--- src/rtl/apb_reg_slave.sv ---
// APB register slave: sixteen 32-bit registers in a 64-byte window.
// Index 0 is a read-only count of completed transfers; indices 1..15 are
// read/write storage. Each transfer inserts WAIT_CYCLES access-phase wait
// states before pready_o is raised.
module apb_reg_slave #(
    parameter logic [31:0] BASE_ADDR   = 32'hDEAD_CAC0,
    parameter int unsigned WAIT_CYCLES = 2
) (
    input  logic        clk,
    input  logic        reset_n,
    input  logic        psel_i,
    input  logic        penable_i,
    input  logic [31:0] paddr_i,
    input  logic        pwrite_i,
    input  logic [31:0] pwdata_i,
    output logic        pready_o,
    output logic [31:0] prdata_o,
    output logic        pslverr_o
);

    typedef enum logic [1:0] {
        S_IDLE,
        S_WAIT,
        S_RESP
    } state_t;

    localparam logic [3:0] WAIT_LOAD = 4'(WAIT_CYCLES);

    state_t      state_q, state_d;
    logic [3:0]  wcnt_q, wcnt_d;
    logic [29:0] addr_q;
    logic        write_q;
    logic [31:0] wdata_q;
    logic [31:0] count_q;
    logic [31:0] regs_q [16];

    logic        setup;
    logic        capture;
    logic        pready;
    logic [3:0]  idx;
    logic        in_win;
    logic        err;
    logic        commit;
    logic [31:0] rd_word;

    assign setup = psel_i && !penable_i;

    // State register and wait counter.
    always_ff @(posedge clk or negedge reset_n) begin
        if (!reset_n) begin
            state_q <= S_IDLE;
            wcnt_q  <= '0;
        end else begin
            state_q <= state_d;
            wcnt_q  <= wcnt_d;
        end
    end

    // Next-state logic. The counter is checked against 1 rather than 0 so
    // that RESP is itself the last access cycle: pready_o appears in access
    // cycle WAIT_CYCLES+1, and with WAIT_CYCLES=0 setup goes straight to RESP.
    always_comb begin
        state_d = state_q;
        wcnt_d  = wcnt_q;
        capture = 1'b0;
        pready  = 1'b0;
        case (state_q)
            S_IDLE: begin
                if (setup) begin
                    capture = 1'b1;
                    wcnt_d  = WAIT_LOAD;
                    state_d = (WAIT_LOAD == 4'd0) ? S_RESP : S_WAIT;
                end
            end
            S_WAIT: begin
                if (!psel_i) begin
                    state_d = S_IDLE;
                end else if (wcnt_q <= 4'd1) begin
                    state_d = S_RESP;
                end else begin
                    wcnt_d = wcnt_q - 4'd1;
                end
            end
            S_RESP: begin
                if (!psel_i) begin
                    state_d = S_IDLE;
                end else if (penable_i) begin
                    pready  = 1'b1;
                    state_d = S_IDLE;
                end else begin
                    capture = 1'b1;
                    wcnt_d  = WAIT_LOAD;
                    state_d = (WAIT_LOAD == 4'd0) ? S_RESP : S_WAIT;
                end
            end
            default: state_d = S_IDLE;
        endcase
    end

    // Decode of the captured request.
    always_comb begin
        idx     = addr_q[3:0];
        in_win  = (addr_q[29:4] == BASE_ADDR[31:6]);
        err     = !in_win || (write_q && (idx == 4'd0));
        commit  = pready && write_q && !err;
        rd_word = (idx == 4'd0) ? count_q : regs_q[idx];
    end

    // Response outputs: zero unless the transfer is completing.
    always_comb begin
        pready_o  = pready;
        pslverr_o = pready && err;
        prdata_o  = (pready && !write_q && !err) ? rd_word : '0;
    end

    // Request capture in the setup cycle.
    always_ff @(posedge clk or negedge reset_n) begin
        if (!reset_n) begin
            addr_q  <= '0;
            write_q <= 1'b0;
            wdata_q <= '0;
        end else if (capture) begin
            addr_q  <= paddr_i[31:2];
            write_q <= pwrite_i;
            wdata_q <= pwdata_i;
        end
    end

    // Transfer counter and register storage updates on completion.
    always_ff @(posedge clk or negedge reset_n) begin
        if (!reset_n) begin
            count_q <= '0;
            for (int unsigned i = 0; i < 16; i++) begin
                regs_q[i] <= '0;
            end
        end else begin
            if (pready) begin
                count_q <= count_q + 32'd1;
            end
            if (commit) begin
                regs_q[idx] <= wdata_q;
            end
        end
    end

endmodule

--- config.mk ---
export PLATFORM = sky130hd
export DESIGN_NAME = apb_reg_slave
export DESIGN_NICKNAME = d
export VERILOG_FILES = /design/src/rtl/apb_reg_slave.sv
export SDC_FILE = /design/constraint.sdc
export NUM_CORES = 1
export LEC_CHECK = 0
export ABC_AREA = 1
export BUFFER_PORTS_ARGS = -buffer_cell sky130_fd_sc_hd__buf_2
export CAP_MARGIN = 10
export CORE_UTILIZATION = 55
export DETAILED_ROUTE_END_ITERATION = 10
export PLACE_DENSITY_LB_ADDON = 0.3
export SYNTH_ARGS = -nofsm -noshare
export SYNTH_HDL_FRONTEND = slang
export SYNTH_SLANG_ARGS = --single-unit
export TNS_END_PERCENT = 50
--- constraint.sdc ---
create_clock -name clk -period 4.7 [get_ports clk]
set_input_delay 0.705 -clock clk [delete_from_list [all_inputs] [get_ports clk]]
set_output_delay 0.705 -clock clk [all_outputs]
set_load 0.01 [all_outputs]
==> flow_summary.yaml, run 1 <==
detailed_routing:
  wirelength_um: 98600
  ant_nets: 0
  viasPerCell: 5.49
  vias: 30100
  drc_errors: 0
  wl_per_cell_um: 18.0
  first_pass_iters: 7
  drt_iter0_drc: 3276
hold_path:
  hp-class: "input pin to async pin"
worst_setup_path:
  rrSetupSlack_ps: 1230
  timing.rr.end: "regs_q[203]$_DFFE_PN0P_"
  endpoint_kind: "output port"
  crit_fanout: 46
  r2r-start: "addr_q[0]$_DFFE_PN0P_"
  worst_r2r_path_depth: 8
  critical_path_class: "register to output port"
  arrival_ps: 3420
  cp-start-kind: "register"
  crit_required_ps: 3990
timing:
  finalCritPeriodShare_pct: 87.8
  finalWorstSetupSlack_ps: 576
  tns_ps: 0
  fmax_mhz: 242
  timing.slew.headroom_pct: 19.0
  fin_skew_ps: 21.2
  finalSetupViolations: 0
  slew_violations: 0
  fin_crit_ps: 4120
  finalHoldViolCount: 0
  rsz0062_at_grt: "no"
  worstMarginPinSlew_ps: 1210
global_route:
  grt_pass1_vias: 27900
  antenna_found_initial: 0
  use_met2_pct: 49.8
  grt_overflow_total: 0
  use_met3_pct: 5.51
  grt_pass1_wl_um: 157000
  gr-max-usage-layer: "met2"
  grt_use_met1_pct: 46.3
  grt_usage_pct: 32.8
  grt_max_degree: 196
die:
  die_h_um: 248
  coreArea_sq_um: 59400
  die-area_sq_um: 61300
  dieWidth_um: 248
  io_pins: 103
  rows: 89
  initial_core_util_pct: 55.9
placement:
  io_buffer_count: 100
  dp.final_hpwl_um: 55800
  pre_cts_ws_ps: 1250
  gp_congestion: 0.910
  placed_cells: 5363
power_and_ir_drop:
  p_int_uw: 9330
  swShare_pct: 34.3
  p_clk_share_pct: 37.4
  report.power.total_uw: 14200
  switchingPower_uw: 4880
  pwr-share-seq_pct: 41.8
  p_leak_uw: 0.0198
  pwr-share-comb_pct: 20.8
  vdd_drop_max_uv: 296
  power_density_nw_per_um2: 394
finish:
  nets: 4732
  finalNonFillerCells: 5479
  diodes: 0
  drive_above_1_share_pct: 7.88
  syn2layout_area_growth_pct: 8.91
clock_tree:
  clk_latency_ps: 630
  cts_hold_buf: 0
  tritoncts: "done"
  clk_transition_reported_paths_ps: 60
  clock_path_buffers: 3
  htree_num_levels: 3
  cts.repair.resized: 0
  postCtsSetupBuffers: 0
  cts_buffers: 68
  clock_sinks: 613
  cts-root-buf: "clkbuf_16"
synthesis:
  yosysMostFrequentCell: "nand2_1"
  synth.largest_area_cell: "dfrtp_1"
  synth_top_area_share_pct: 46.2
  synth_fp_nets: 4865
  synth-seq-cells: 613
  avgSynthCellArea_sq_um: 6.92
  yosysWarnings: 0
  synth_commonest_cells: "nand2_1 (2394), dfrtp_1 (613), inv_1 (561), nand4_1 (489), clkbuf_1 (226)"
  netlist_area_sq_um: 33200
  synthTopCellsByArea: "dfrtp_1 (46%), nand2_1 (27%), nand4_1 (9.2%)"
  netlist_instances: 4793
  synthArstFlopShare_pct: 100
  synth.distinct_cells: 25
  yosysSeqAreaShare_pct: 46.2
  synth_edf_count: 0
  synthFlopType: "dfrtp_1"
outcome:
  outcome: "finished clean"
run:
  cap_violations: 0
cell usage in the layout (no fill, tap or decap), drive strengths merged:
| cell | Yosys | final |
|---|---|---|
| nand2 | 2394 | 2394 |
| dfrtp | 613 | 613 |
| inv | 565 | 570 |
| nand4 | 489 | 489 |
| buf | 152 | 175 |
| nor2 | 170 | 170 |
| clkbuf | 226 | 96 |
| nand3 | 65 | 65 |
| mux2 | 52 | 52 |
| xor2 | 24 | 24 |
| nor3 | 13 | 13 |
| a21oi | 13 | 13 |
| clkinv | 0 | 12 |
| o21ai | 7 | 7 |
| nor4 | 3 | 3 |
| ha | 3 | 3 |
| bufinv | 0 | 3 |
| and2 | 1 | 1 |
| o22a | 1 | 1 |
| a22oi | 1 | 1 |
| or2 | 1 | 1 |
state kept, by name, summed over array words and instances (netlist names):
signal	flops
write_q	1
regs_q	512
wdata_q	32
count_q	32
state_q	2
addr_q	30
wcnt_q	4
worst max-delay path by stage:
stage                          start      endpoint  slack [ps]  cells past startpoint
6_report       addr_q[1]$_DFFE_PN0P_  prdata_o[24]         580                     11
3_3_place_gp   addr_q[0]$_DFFE_PN0P_   prdata_o[1]        1220                     12
3_5_place_dp   addr_q[0]$_DFFE_PN0P_   prdata_o[1]        1250                     12
2_1_floorplan              penable_i  prdata_o[10]        2100                      7
4_1_cts        addr_q[0]$_DFFE_PN0P_   prdata_o[1]         600                     12
5_1_grt        addr_q[0]$_DFFE_PN0P_   prdata_o[1]         420                     12
kinds of logic (layout without fill, tap and decap cells):
logic type	after synthesis	count (layout)	share of synthesized area, %
adders and majority gates	3	3	0.113
muxes	52	52	1.77
and+or+nand+nor	3136	3136	39.7
xor gates and xnor gates	24	24	0.634
buffers and inverters	943	856	11.2
DFF	613	613	46.2
AOI/OAI and AO/OA	22	22	0.351
critical path, cell delays in order, from the launching register on:
cell     delay, ps
dfrtp_4        860
inv_4          380
buf_4          350
buf_4          210
nand2_1         70
nand2_1         50
nand2_1         80
nand2_1         60
nor2_1         280
nor2_1          80
nor2_1         160
buf_2          160
layer usage:
layer  up-vias  routed length, um
met3       169               9460
li1      14500                  -
met4         0               4010
met5         -                  0
met1     14100              41600
met2      1299              43500
power by group through the flow:
stage               Clock [uW]  Combinational [uW]  Sequential (uW)
floorplan                    0                1990             5640
global placement             0                2870             5990
detailed placement           0                2900             6000
CTS                       5360                2920             5900
global route              5570                3260             5950
finish                    5310                2960             5940
final cells by class:
| type | count | area [sq um] |
|---|---|---|
| clock buffer | 96 | 1970 |
| clock inverter | 20 | 198 |
| fill | 5334 | 23200 |
| inverter | 565 | 2130 |
| multi-input combinational | 3237 | 14200 |
| sequential | 613 | 15300 |
| tap | 773 | 967 |
| timing repair buffer | 175 | 1290 |
through the flow:
step / util [%] / hold WS [ps] / cell area (sq um)
5_1_grt: 60.9 / 220 / 36100
3_3_place_gp: 57.2 / 365 / 34000
6_report: 60.9 / 160 / 36100
4_1_cts: 60.9 / 175 / 36100
3_5_place_dp: 57.2 / 366 / 34000
2_1_floorplan: - / 409 / 33200
Power figures use the tool's default switching activity.
==> run 2: changes to the inputs <==
--- a/config.mk
+++ b/config.mk
@@ -7,10 +7,12 @@
 export LEC_CHECK = 0
 export ABC_AREA = 1
 export BUFFER_PORTS_ARGS = -buffer_cell sky130_fd_sc_hd__buf_2
-export CAP_MARGIN = 10
-export CORE_UTILIZATION = 55
+export CELL_PAD_IN_SITES_DETAIL_PLACEMENT = 1
+export CELL_PAD_IN_SITES_GLOBAL_PLACEMENT = 1
+export CORE_UTILIZATION = 50
 export DETAILED_ROUTE_END_ITERATION = 10
 export PLACE_DENSITY_LB_ADDON = 0.3
+export RECOVER_POWER = 100
 export SYNTH_ARGS = -nofsm -noshare
 export SYNTH_HDL_FRONTEND = slang
 export SYNTH_SLANG_ARGS = --single-unit
==> run 2 against run 1 <==
Net effect:
- the run now ends with capacitance limit, slew limit left
- setup slack lost 250 ps
- critical path depth shrank 1
- maximum frequency shrank 5.7%
- clock-buffer cell count grew 9
- clock power grew 6.4%
- wire length grew 22%
- critical endpoint is now prdata_o[3]
- largest power group unchanged
- highest routed layer is now met5
==> flow_summary.yaml, run 2 (same netlist as run 1, synthesis figures left out) <==
timing:
  finalHoldViolCount: 0
  fin_skew_ps: 24.2
  rsz0062_at_grt: "no"
  fmax_mhz: 229
  tns_ps: 0
  finalSetupViolations: 0
  fin_crit_ps: 4370
  timing.slew.headroom_pct: -108
  worstMarginPinSlew_ps: 3120
  slew_violations: 551
  finalCritPeriodShare_pct: 93.1
worst_setup_path:
  cp_slowest_cell: "dfrtp_2"
  worst_r2r_path_depth: 9
  arrival_ps: 3670
  crit_buf_inv: 3
  worstPathCellList: "inv_4, buf_4, nand2_1, nand2_1, nand2_1, nand2_1, nor2_1, nor2_1, nor2_1, clkbuf_1"
  r2r-start: "state_q[0]$_DFFE_PN0P_"
  critical_path_class: "register to output port"
  timing.rr.end: "regs_q[311]$_DFFE_PN0P_"
  rrSetupSlack_ps: 440
  critPathTopFamily: "simple AND/OR/NAND/NOR gates"
  crit_required_ps: 3990
  slowest_delay_ps: 820
  path_common_cell: "nand2_1"
  endpoint_kind: "output port"
  cp-start-kind: "register"
  crit_fanout: 47
clock_tree:
  clock_sinks: 613
  clock_path_buffers: 3
  cts_hold_buf: 0
  postCtsSetupBuffers: 0
  cts_buffers: 73
  clk_transition_reported_paths_ps: 60
  clk_latency_ps: 650
  cts-root-buf: "clkbuf_16"
  cts.repair.resized: 0
  htree_num_levels: 3
  tritoncts: "done"
detailed_routing:
  wl_per_cell_um: 21.5
  vias: 32100
  drc_errors: 0
  wirelength_um: 120000
  viasPerCell: 5.74
  first_pass_iters: 6
  drt_iter0_drc: 2858
  ant_nets: 0
global_route:
  grt_pass1_vias: 33100
  grt_pass1_wl_um: 189000
  antenna_found_initial: 1
  grt_usage_pct: 36.2
  grt_overflow_total: 0
  grt_max_degree: 133
finish:
  top_regs: "regs_q x512, count_q x32, wdata_q x32"
  finalNonFillerCells: 5593
  syn2layout_area_growth_pct: 9.36
  nets: 4749
  largest_register: "regs_q"
  largest_register_ffs: 512
  drive_above_1_share_pct: 7.02
  seq_area_sq_um: 15300
  mostFrequentLayoutCells: "nand2_1 (2394), dfrtp_1 (611), inv_1 (563)"
  n_fill_cell: 8533
  final_common_cell: "nand2_1"
  diodes: 0
  multi_input_area_sq_um: 14200
run:
  cap_violations: 8
power_and_ir_drop:
  power_density_nw_per_um2: 409
  vdd_drop_max_uv: 340
  p_leak_uw: 0.0198
hold_path:
  hp-class: "input pin to register"
  hold_end: "wdata_q[11]$_DFFE_PN0P_"
  hold_depth: 2
  hp-start: "pwdata_i[11]"
die:
  dieWidth_um: 260
  coreArea_sq_um: 65700
  io_pins: 103
  initial_core_util_pct: 50.5
  die-area_sq_um: 67400
  rows: 94
  die_h_um: 260
placement:
  dp.final_hpwl_um: 69600
  placed_cells: 5466
  gp_congestion: 0.892
  io_buffer_count: 100
outcome:
  outcome: "finished with violations"
  violations: "capacitance limit, slew limit"
run 2: changes by cell type in the layout (fill, tap and decap cells not counted), sizes merged:
cell,change
buf,-49
clkbuf,+70
clkinv,+4
inv,-2
run 2: layer usage:
layer | vias up | routed length [um] | GRT usage, %
li1 | 14500 | - | -
met2 | 1180 | 55700 | 57.2
met3 | 337 | 9040 | 6.64
met4 | 2 | 5690 | 17.4
met5 | - | 13 | 0
met1 | 16100 | 49500 | 47.9
run 2: power breakdown:
group / switching [uW] / internal (uW) / leakage [uW]
Combinational: 2370 / 855 / 0.0103
Clock: 2390 / 3260 / 0.00115
Sequential: 552 / 5420 / 0.00833
run 2: layout make-up:
type                       instances  area share, %
clock inverter                    22          0.635
timing repair buffer             187           3.28
inverter                         565           5.87
clock buffer                     105           5.76
tap                              864           2.98
multi-input combinational       3237           39.2
sequential                       613           42.3
run 2: how the worst max path moves through the flow:
stage                          start           end  slack [ps]  cells past startpoint
2_1_floorplan              penable_i  prdata_o[10]        2100                      7
3_3_place_gp   addr_q[2]$_DFFE_PN0P_  prdata_o[12]        1270                      9
3_5_place_dp   addr_q[2]$_DFFE_PN0P_  prdata_o[12]        1240                      9
4_1_cts        addr_q[2]$_DFFE_PN0P_  prdata_o[12]         550                      9
5_1_grt        addr_q[1]$_DFFE_PN0P_   prdata_o[3]         250                     10
6_report       addr_q[1]$_DFFE_PN0P_   prdata_o[3]         330                     10
run 2: metrics by stage:
stage | area [sq um] | total power [uW] | hold slack [ps] | setup slack [ps] | util (%)
after floorplan | 33200 | 7630 | 409 | 2100 | -
after global placement | 34300 | 9050 | 365 | 1270 | 52.1
after detailed placement | 34300 | 9150 | 367 | 1240 | 52.1
after CTS | 36600 | 14800 | 109 | 545 | 55.7
after global routing | 36300 | 15400 | 272 | 248 | 55.2
final | 36300 | 14800 | 281 | 325 | 55.2
